--- config.mk ---
export PLATFORM = sky130hd
export DESIGN_NAME = arith_unit_seq
export DESIGN_NICKNAME = d
export VERILOG_FILES = /design/src/rtl/arith_unit_seq.sv
export SDC_FILE = /design/constraint.sdc
export NUM_CORES = 1
export LEC_CHECK = 0
export CORE_MARGIN = 2
export CORE_UTILIZATION = 25
export CTS_CLUSTER_SIZE = 40
export DETAILED_ROUTE_END_ITERATION = 8
export GPL_TIMING_DRIVEN = 0
export PLACE_DENSITY = 0.41
export SYNTH_ARGS = -nofsm -noshare
export SYNTH_HDL_FRONTEND = slang
export SYNTH_SLANG_ARGS = --single-unit
export TNS_END_PERCENT = 20
--- constraint.sdc ---
create_clock -name clk -period 3.1 [get_ports clk]
set_clock_uncertainty 0.15 [all_clocks]
set_input_delay 0.31 -clock clk [delete_from_list [all_inputs] [get_ports clk]]
set_output_delay 0.31 -clock clk [all_outputs]
set_load 0.005 [all_outputs]
--- src/rtl/arith_unit_seq.sv ---
// -----------------------------------------------------------------------------
// arith_unit_seq
//
// Registered arithmetic unit with a valid/ready request handshake. It performs
// add/subtract (with and without chained carry), compare, accumulate/clear, and
// an unsigned shift-add multiply that takes WIDTH steps.
//
// Ports:
//   clk        system clock; all state changes on the rising edge
//   rst        asynchronous active-low reset (0 = reset)
//   ab         packed operands {B,A}: A = ab[WIDTH-1:0], B = ab[2*WIDTH-1:WIDTH]
//   op         operation select, sampled when a request is accepted
//   in_valid   request present
//   in_ready   unit can accept a request this cycle
//   result     result (low half of the product for MUL)
//   result_hi  high half of the MUL product, 0 for every other op
//   carry      carry-out for add-class ops, borrow for sub-class ops
//   zero       full result {result_hi,result} is zero (A-B for CMP)
//   ovf        two's-complement overflow for add/sub-class ops, else 0
//   out_valid  one-cycle pulse marking an update of result and flags
//
// Op codes:
//   000 ADD  A+B          001 SUB  A-B
//   010 ADDC A+B+c        011 SUBB A-B-c      (c = internal carry register)
//   100 MUL  A*B unsigned 101 ACC  acc+A
//   110 CLR  acc=0        111 CMP  A-B, flags only
//
// Timing: non-MUL ops are registered on the accepting edge, so out_valid rises
// in the following cycle and a new request may be accepted every cycle. MUL
// holds in_ready low for WIDTH cycles (one shift-add step each); the last step
// writes the product straight into the outputs, so out_valid appears
// WIDTH+1 cycles after the accept, in the DONE cycle, where in_ready is 1 again.
// -----------------------------------------------------------------------------
module arith_unit_seq #(
    parameter int WIDTH = 8,
    parameter int CNT_W = 4
) (
    input  logic               clk,
    input  logic               rst,
    input  logic [2*WIDTH-1:0] ab,
    input  logic [2:0]         op,
    input  logic               in_valid,
    output logic               in_ready,
    output logic [WIDTH-1:0]   result,
    output logic [WIDTH-1:0]   result_hi,
    output logic               carry,
    output logic               zero,
    output logic               ovf,
    output logic               out_valid
);

    localparam logic [2:0] OP_ADD  = 3'b000;
    localparam logic [2:0] OP_SUB  = 3'b001;
    localparam logic [2:0] OP_ADDC = 3'b010;
    localparam logic [2:0] OP_SUBB = 3'b011;
    localparam logic [2:0] OP_MUL  = 3'b100;
    localparam logic [2:0] OP_ACC  = 3'b101;
    localparam logic [2:0] OP_CLR  = 3'b110;
    localparam logic [2:0] OP_CMP  = 3'b111;

    localparam logic [CNT_W-1:0] CNT_LAST = CNT_W'(WIDTH - 1);
    localparam logic [CNT_W-1:0] CNT_ONE  = CNT_W'(1);

    typedef enum logic [1:0] {
        IDLE = 2'd0,
        MULT = 2'd1,
        DONE = 2'd2
    } state_t;

    state_t state;
    state_t state_nxt;

    // Operand views of the packed input bus.
    logic [WIDTH-1:0]   a_p0;
    logic [WIDTH-1:0]   b_p0;
    logic               accept_p0;

    // Single-cycle ALU results, registered on accept.
    logic [WIDTH:0]     wide_p0;
    logic               ovf_p0;
    logic               keep_res_p0;
    logic [WIDTH-1:0]   acc_nxt_p0;

    // Architectural state kept across requests.
    logic [WIDTH-1:0]   acc;
    logic               c_reg;

    // Multiplier working registers.
    logic [WIDTH-1:0]   mcand;
    logic [WIDTH-1:0]   mplier;
    logic [2*WIDTH-1:0] prod;
    logic [CNT_W-1:0]   cnt;
    logic [WIDTH:0]     step_add;
    logic [WIDTH:0]     step_sum;
    logic [2*WIDTH-1:0] prod_nxt;
    logic               mul_last;

    // Overflow for x + y (+cin): operands agree in sign, sum sign differs.
    function automatic logic add_ovf(input logic [WIDTH-1:0] x,
                                     input logic [WIDTH-1:0] y,
                                     input logic [WIDTH-1:0] s);
        return (x[WIDTH-1] == y[WIDTH-1]) && (s[WIDTH-1] != x[WIDTH-1]);
    endfunction

    // Overflow for x - y (-bin): operands differ in sign, result sign
    // differs from the minuend.
    function automatic logic sub_ovf(input logic [WIDTH-1:0] x,
                                     input logic [WIDTH-1:0] y,
                                     input logic [WIDTH-1:0] s);
        return (x[WIDTH-1] != y[WIDTH-1]) && (s[WIDTH-1] != x[WIDTH-1]);
    endfunction

    assign a_p0      = ab[WIDTH-1:0];
    assign b_p0      = ab[2*WIDTH-1:WIDTH];
    assign in_ready  = (state != MULT);
    assign accept_p0 = in_valid && in_ready;

    // ---- stage p0: combinational ALU on the incoming request ----
    always_comb begin
        wide_p0     = '0;
        ovf_p0      = 1'b0;
        keep_res_p0 = 1'b0;
        acc_nxt_p0  = acc;
        case (op)
            OP_ADD: begin
                wide_p0 = {1'b0, a_p0} + {1'b0, b_p0};
                ovf_p0  = add_ovf(a_p0, b_p0, wide_p0[WIDTH-1:0]);
            end
            OP_SUB: begin
                wide_p0 = {1'b0, a_p0} - {1'b0, b_p0};
                ovf_p0  = sub_ovf(a_p0, b_p0, wide_p0[WIDTH-1:0]);
            end
            OP_ADDC: begin
                wide_p0 = {1'b0, a_p0} + {1'b0, b_p0} + {{WIDTH{1'b0}}, c_reg};
                ovf_p0  = add_ovf(a_p0, b_p0, wide_p0[WIDTH-1:0]);
            end
            OP_SUBB: begin
                // Bit WIDTH of the (WIDTH+1)-bit difference is the borrow.
                wide_p0 = {1'b0, a_p0} - {1'b0, b_p0} - {{WIDTH{1'b0}}, c_reg};
                ovf_p0  = sub_ovf(a_p0, b_p0, wide_p0[WIDTH-1:0]);
            end
            OP_ACC: begin
                wide_p0    = {1'b0, acc} + {1'b0, a_p0};
                ovf_p0     = add_ovf(acc, a_p0, wide_p0[WIDTH-1:0]);
                acc_nxt_p0 = wide_p0[WIDTH-1:0];
            end
            OP_CLR: begin
                acc_nxt_p0 = '0;
            end
            OP_CMP: begin
                wide_p0     = {1'b0, a_p0} - {1'b0, b_p0};
                ovf_p0      = sub_ovf(a_p0, b_p0, wide_p0[WIDTH-1:0]);
                keep_res_p0 = 1'b1;
            end
            default: begin
                // MUL goes through the multi-cycle path.
                wide_p0 = '0;
            end
        endcase
    end

    // ---- multiplier step: add multiplicand when multiplier LSB is set, ----
    // ---- then shift the partial product right by one                   ----
    always_comb begin
        step_add = mplier[0] ? {1'b0, mcand} : '0;
        step_sum = {1'b0, prod[2*WIDTH-1:WIDTH]} + step_add;
        prod_nxt = {step_sum, prod[WIDTH-1:1]};
        mul_last = (cnt == CNT_LAST);
    end

    always_ff @(posedge clk or negedge rst) begin
        if (!rst) begin
            state <= IDLE;
        end else begin
            state <= state_nxt;
        end
    end

    // DONE accepts requests exactly like IDLE; it only marks the cycle that
    // carries the multiply result.
    always_comb begin
        state_nxt = state;
        case (state)
            IDLE, DONE: begin
                if (in_valid && (op == OP_MUL)) begin
                    state_nxt = MULT;
                end else begin
                    state_nxt = IDLE;
                end
            end
            MULT: begin
                if (mul_last) begin
                    state_nxt = DONE;
                end
            end
            default: state_nxt = IDLE;
        endcase
    end

    // ---- stage p1: registered outputs and architectural state ----
    always_ff @(posedge clk or negedge rst) begin
        if (!rst) begin
            result    <= '0;
            result_hi <= '0;
            carry     <= 1'b0;
            zero      <= 1'b0;
            ovf       <= 1'b0;
            out_valid <= 1'b0;
            acc       <= '0;
            c_reg     <= 1'b0;
            mcand     <= '0;
            mplier    <= '0;
            prod      <= '0;
            cnt       <= '0;
        end else begin
            out_valid <= 1'b0;
            if (state == MULT) begin
                prod   <= prod_nxt;
                mplier <= mplier >> 1;
                cnt    <= cnt + CNT_ONE;
                if (mul_last) begin
                    result    <= prod_nxt[WIDTH-1:0];
                    result_hi <= prod_nxt[2*WIDTH-1:WIDTH];
                    carry     <= 1'b0;
                    ovf       <= 1'b0;
                    zero      <= (prod_nxt == '0);
                    out_valid <= 1'b1;
                end
            end else if (accept_p0) begin
                if (op == OP_MUL) begin
                    mcand  <= a_p0;
                    mplier <= b_p0;
                    prod   <= '0;
                    cnt    <= '0;
                end else begin
                    if (!keep_res_p0) begin
                        result    <= wide_p0[WIDTH-1:0];
                        result_hi <= '0;
                    end
                    carry     <= wide_p0[WIDTH];
                    zero      <= (wide_p0[WIDTH-1:0] == '0);
                    ovf       <= ovf_p0;
                    out_valid <= 1'b1;
                    c_reg     <= wide_p0[WIDTH];
                    acc       <= acc_nxt_p0;
                end
            end
        end
    end

endmodule

### Word-level counts from Yosys, hierarchy flattened

Cells that the tools add are included.

* flip-flop bits (word level): 67
* input bits: 22
* output and inout port bits: 21
* bits in latches: 0
* memory bits (read-only): 0
* logic and storage cells: 108
* RAM bits: 0
* memories: 0

* bitwise operators: 2
* order comparisons: 0
* $add $sub $neg: 7
* div/mod/pow operators: 0
* shifts and indexed selects: 0
* mux-type cells: 42
* equality and inequality tests: 22
* reduce and logical (&&, ||, !) cells: 22
* $mul: 0

Operators by type and width (count)
* $mux 8: 14
* $mux 16: 3
* $pmux 9 s5: 1
* $add 8x8->9: 3
* $mux 1: 17
* $logic_not 16->1: 1
* $pmux 8 s2: 1
* $eq 3x3->1 const B: 4
* $mux 4: 3
* $add 9x1->9: 1
* $reduce_and 3->1: 3
* $sub 8x8->9: 1
* $sub 9x1->9: 1
* $logic_not 8->1: 1
* $reduce_and 4->1: 2
* $logic_and 1x1->1: 7
* $eq 3x2->1 const B: 2
* $ne 1x1->1: 6
* $ne 2x1->1 const B: 3
* $reduce_bool 2->1: 3
* $pmux 1 s5: 1
* $add 4x1->4 const B: 1
* $eq 4x3->1 const B: 1
* $pmux 2 s2: 1
* other kinds (11): 14

### Depth between registers and ports, before layout

* word-level depth: 8
* gate-level depth with buffers: 12
* mapped depth without buffers: 12

### Worst setup path before layout

OpenSTA, ideal clock, no wires.

* path type: input to register
* from: in ab[0]
* to: reg c_reg
* stages: 10
* buffers on the path: 0
* setup time: 76 ps
* path slack: 143 ps
* arrival time: 2730 ps
* data required time: 2874 ps
* path through: ha_1 fa_1 xor2_1 nor2_1 mux2i_1 or4_4 or4_1 a21oi_1 nor4b_1 o21ai_1

* word-level cells in the longest chain between the ends: 3
* elaborated cells on any way between the ends: 6
* those cells by class: add/sub: 5; mux: 1

RTL lines
* start: declaration: line 40 `input logic [2*WIDTH-1:0] ab,`
* $sub 8x8->9 / $add 8x8->9 (equally long branches)
* $sub 9x1->9 / $add 9x1->9 (equally long branches): line 139, 134
* $pmux 9 s5 (*): line 124 `case (op)`
* end signal: assignment: line 244 `c_reg <= wide_p0[WIDTH];`
* end: declaration: line 86 `logic c_reg;`

Every way passes the cells marked *; elsewhere a longest branch is shown, timed or not.
A chain may end at the register's enable or synchronous reset.

### Worst setup path after layout

* from: in ab[2]
* to: reg carry

* word-level cells in the longest chain between the ends: 6
* elaborated cells on any way between the ends: 9
* those cells by class: add/sub: 5; mux: 4

RTL lines
* $sub 8x8->9 / $add 8x8->9 (equally long branches)
* $sub 9x1->9 / $add 9x1->9 (equally long branches): line 139, 134
* $pmux 9 s5 (*): line 124
* $mux 1 (*): line 230 `if (op == OP_MUL) begin`
* $mux 1 (*): line 229 `end else if (accept_p0) begin`
* $mux 1 (*): line 217 `if (state == MULT) begin`
* end signal: assignment: line 240 `carry <= wide_p0[WIDTH];`
* end: declaration: line 46 `output logic carry,`

Every way passes the cells marked *; elsewhere a longest branch is shown, timed or not. The select of a mux whose other input is x is not followed.

==> flow_summary.yaml <==
clocking:
  worstSkewPairLatency_ns: 0.34
  clockBufferDepth: 2
  cts_root_buffer: "clkbuf_16"
  htreeDepth: 3
  cts_tree: "done"
  cts.sinks: 66
  numCtsBuffers: 9
  clk_pin_slew_ns: 0.06
synthesis:
  synthArstFlopShare: 1.00
  syn-cell-area_sq_mm: 0.00512
  avgSynthCellArea_sq_um: 8.42
  synth-warning-count: 0
  synth_edf_count: 0
  synth_largest_area_cell: "dfrtp_1"
  ys_top_cells_by_area: "dfrtp_1 (32%), ha_1 (9.0%), nand2_1 (6.2%)"
  synth_top_family_by_area: "compound AO/OA/AOI/OAI gates"
  synth_compound_area_frac: 0.243
  synth_top_area_share: 0.323
  seq_area_frac_synth: 0.323
  synthCells: 608
  synthMuxAreaShare: 0.0291
  synth_fp_nets: 671
  synth_flop_cell: "dfrtp_1"
  synth.most_common_cell: "nand2_1"
  synth_adder_area_share: 0.106
  ys_seq_elements: 66
  yosysUniqueCellTypes: 73
  synth-simple-area-share: 0.207
  yosys-top-cells-count: "nand2_1 (85), dfrtp_1 (66), nor2_1 (53), o21ai_0 (44), ha_1 (37)"
  synth_xor_area_frac: 0.0506
detailed_routing:
  drc: 0
  viasPerCell: 5.13
  vias: 4836
  finalWirelength_um: 17500
  drt-initial-drc-count: 363
  first_pass_iters: 4
  ant_nets: 0
  wire_per_inst_um: 18.6
cells_and_area:
  synthToLayoutAreaGrowth_pct: 27.8
  top_register: "prod"
  diodes: 0
  n_fill_cell: 2118
  largest_reg_flops: 15
  seqCellArea_sq_mm: 0.00165
  instances_no_fill: 942
  fin_util: 0.324
  fin_nets: 730
  multi_input_area_sq_mm: 0.00352
  drive_above_1_share: 0.147
placement:
  post-place-cells: 919
  hpwl_um: 13400
  place.gp.congestion: 0.877
  numPortBuffers: 40
critical_path:
  path_max_fanout: 8
  timing.critical_path.to_type: "register"
  crit_arrival_ns: 3.20
  worst_setup_path_start_kind: "primary input"
  path_class: "in2reg"
  required_ns: 3.21
grt:
  antenna_found_initial: 0
  grt-ovfl-total: 0
  grt_start_max_net_pins: 51
  first_global_vias: 4736
  grtUsageTotal: 0.166
  grt_pass1_wl_um: 27600
sta:
  drv_slew: 0
  finalHoldViolations: 0
  setup_viol: 0
  slew_headroom: 0.501
  grt_setup_unrepaired: "yes"
  timing.final.crit_share: 0.995
  tightest_slew_ns: 0.743
  max_freq_ghz: 0.324
  period_needed_ns: 3.08
floorplanning:
  start_util: 0.254
  die_w_um: 147
  core_sq_mm: 0.0202
  die_height_um: 147
  rows: 52
  io_pins: 43
  die-area_sq_mm: 0.0216
hold_path:
  min_path_type: "in2reg"
power_and_ir_drop:
  power_density_mw_per_mm2: 828
  p_leak_uw: 0.00279
  ir_worst_vdd_uv: 298
flow_run:
  maxCapViolCount: 0
run_status:
  status: "completed"
## cell usage in the layout, fill, tap and decap left out, drive strengths merged, types with 5 or more instances in the layout
master and instances:
a22o 13, o211ai 8, nor3b 5, inv 25
xor2 8, o22ai 5, nand3 15, nand2 85
or2 7, o21a 5, a21o 6, o31ai 8
nor4 6, nor2 53, dfrtp 66, clkbuf 39
clkdlybuf4s50 25, mux2 7, xnor2 19, a31oi 10
nand2b 5, nor2b 11, buf 16, and2 10
mux2i 7, o21ai 48, a211oi 10, ha 37
nor3 11, a21oi 29
## report_power, final
| group | internal [uW] | total [uW] | switching (uW) |
|---|---|---|---|
| clock | 872 | 1280 | 407 |
| sequential | 1210 | 1450 | 237 |
| combinational | 1130 | 2690 | 1560 |
## kinds of logic (layout without fill, tap and decap cells)
group	Yosys count	count (layout)
fa+ha+maj	41	41
flops	66	66
xor+xnor	28	28
simple gates	225	225
compound gates	180	180
mux	14	14
buf+inv	54	118
## per-stage QoR
step | cell area (sq um) | total power [uW] | TNS (ns) | worst slack (ns) | hold WS, ns
3_5_place_dp | 5880 | 3950 | -9.77 | -1.05 | 0.0681
2_1_floorplan | 5120 | 3060 | 0 | 0.143 | -0.136
3_3_place_gp | 5860 | 3900 | -75.49 | -1.05 | 0.283
5_1_grt | 6540 | 5850 | -0.0442 | -0.0196 | 0.143
4_1_cts | 6420 | 5350 | -0.0286 | -0.0286 | 0.240
6_report | 6540 | 5420 | 0 | 0.0151 | 0.142
## layout make-up
cell class              count  area share
plain buffers              29      0.0207
clock inverters             6      0.0210
clock buffers              10      0.0350
flip-flops and latches     66       0.253
inverters                  25      0.0143
repair buffers             48      0.0670
multi-input cells         488       0.538
well taps                 270      0.0517
## critical path, stage by stage
cell             delay (ns)
clkdlybuf4s15_2        0.28
ha_1                   0.33
buf_4                  0.19
nand2b_4               0.19
a211oi_4               0.23
o211ai_2               0.15
or4_4                  0.53
or4_1                  0.56
a21oi_2                0.21
nor4b_4                0.08
o21ai_1                0.14
## final timing paths
path                       slack, ns                     to                   from  cells past startpoint
setup / recovery                0.02      carry$_DFFE_PN0P_                  ab[2]                     11
hold / removal                  0.14  mplier[0]$_DFFE_PN0P_                  ab[8]                      3
setup reg to reg                0.13       zero$_DFFE_PN0P_  mplier[0]$_DFFE_PN0P_                     11
hold reg to reg                 0.29   state[0]$_DFFE_PN0P_   state[0]$_DFFE_PN0P_                      1
max in group asynchronous       1.97  mplier[0]$_DFFE_PN0P_                    rst                      3
min in group asynchronous       0.24     acc[4]$_DFFE_PN0P_                    rst                      2
## timing repair
action,CTS,global route
pin swaps,7,14
buffers inserted,4,2
endpoints found under the setup margin,16,8
resized for setup,56,39
hold buffers,1,0
endpoints found under the hold margin,16,0
## layer usage
layer  track usage  wire length [um]
met5             0                 0
met4        0.0563               362
met3        0.0242               963
met2         0.253              7750
met1         0.241              8470
Note: power is estimated with default switching activity, not from simulation.
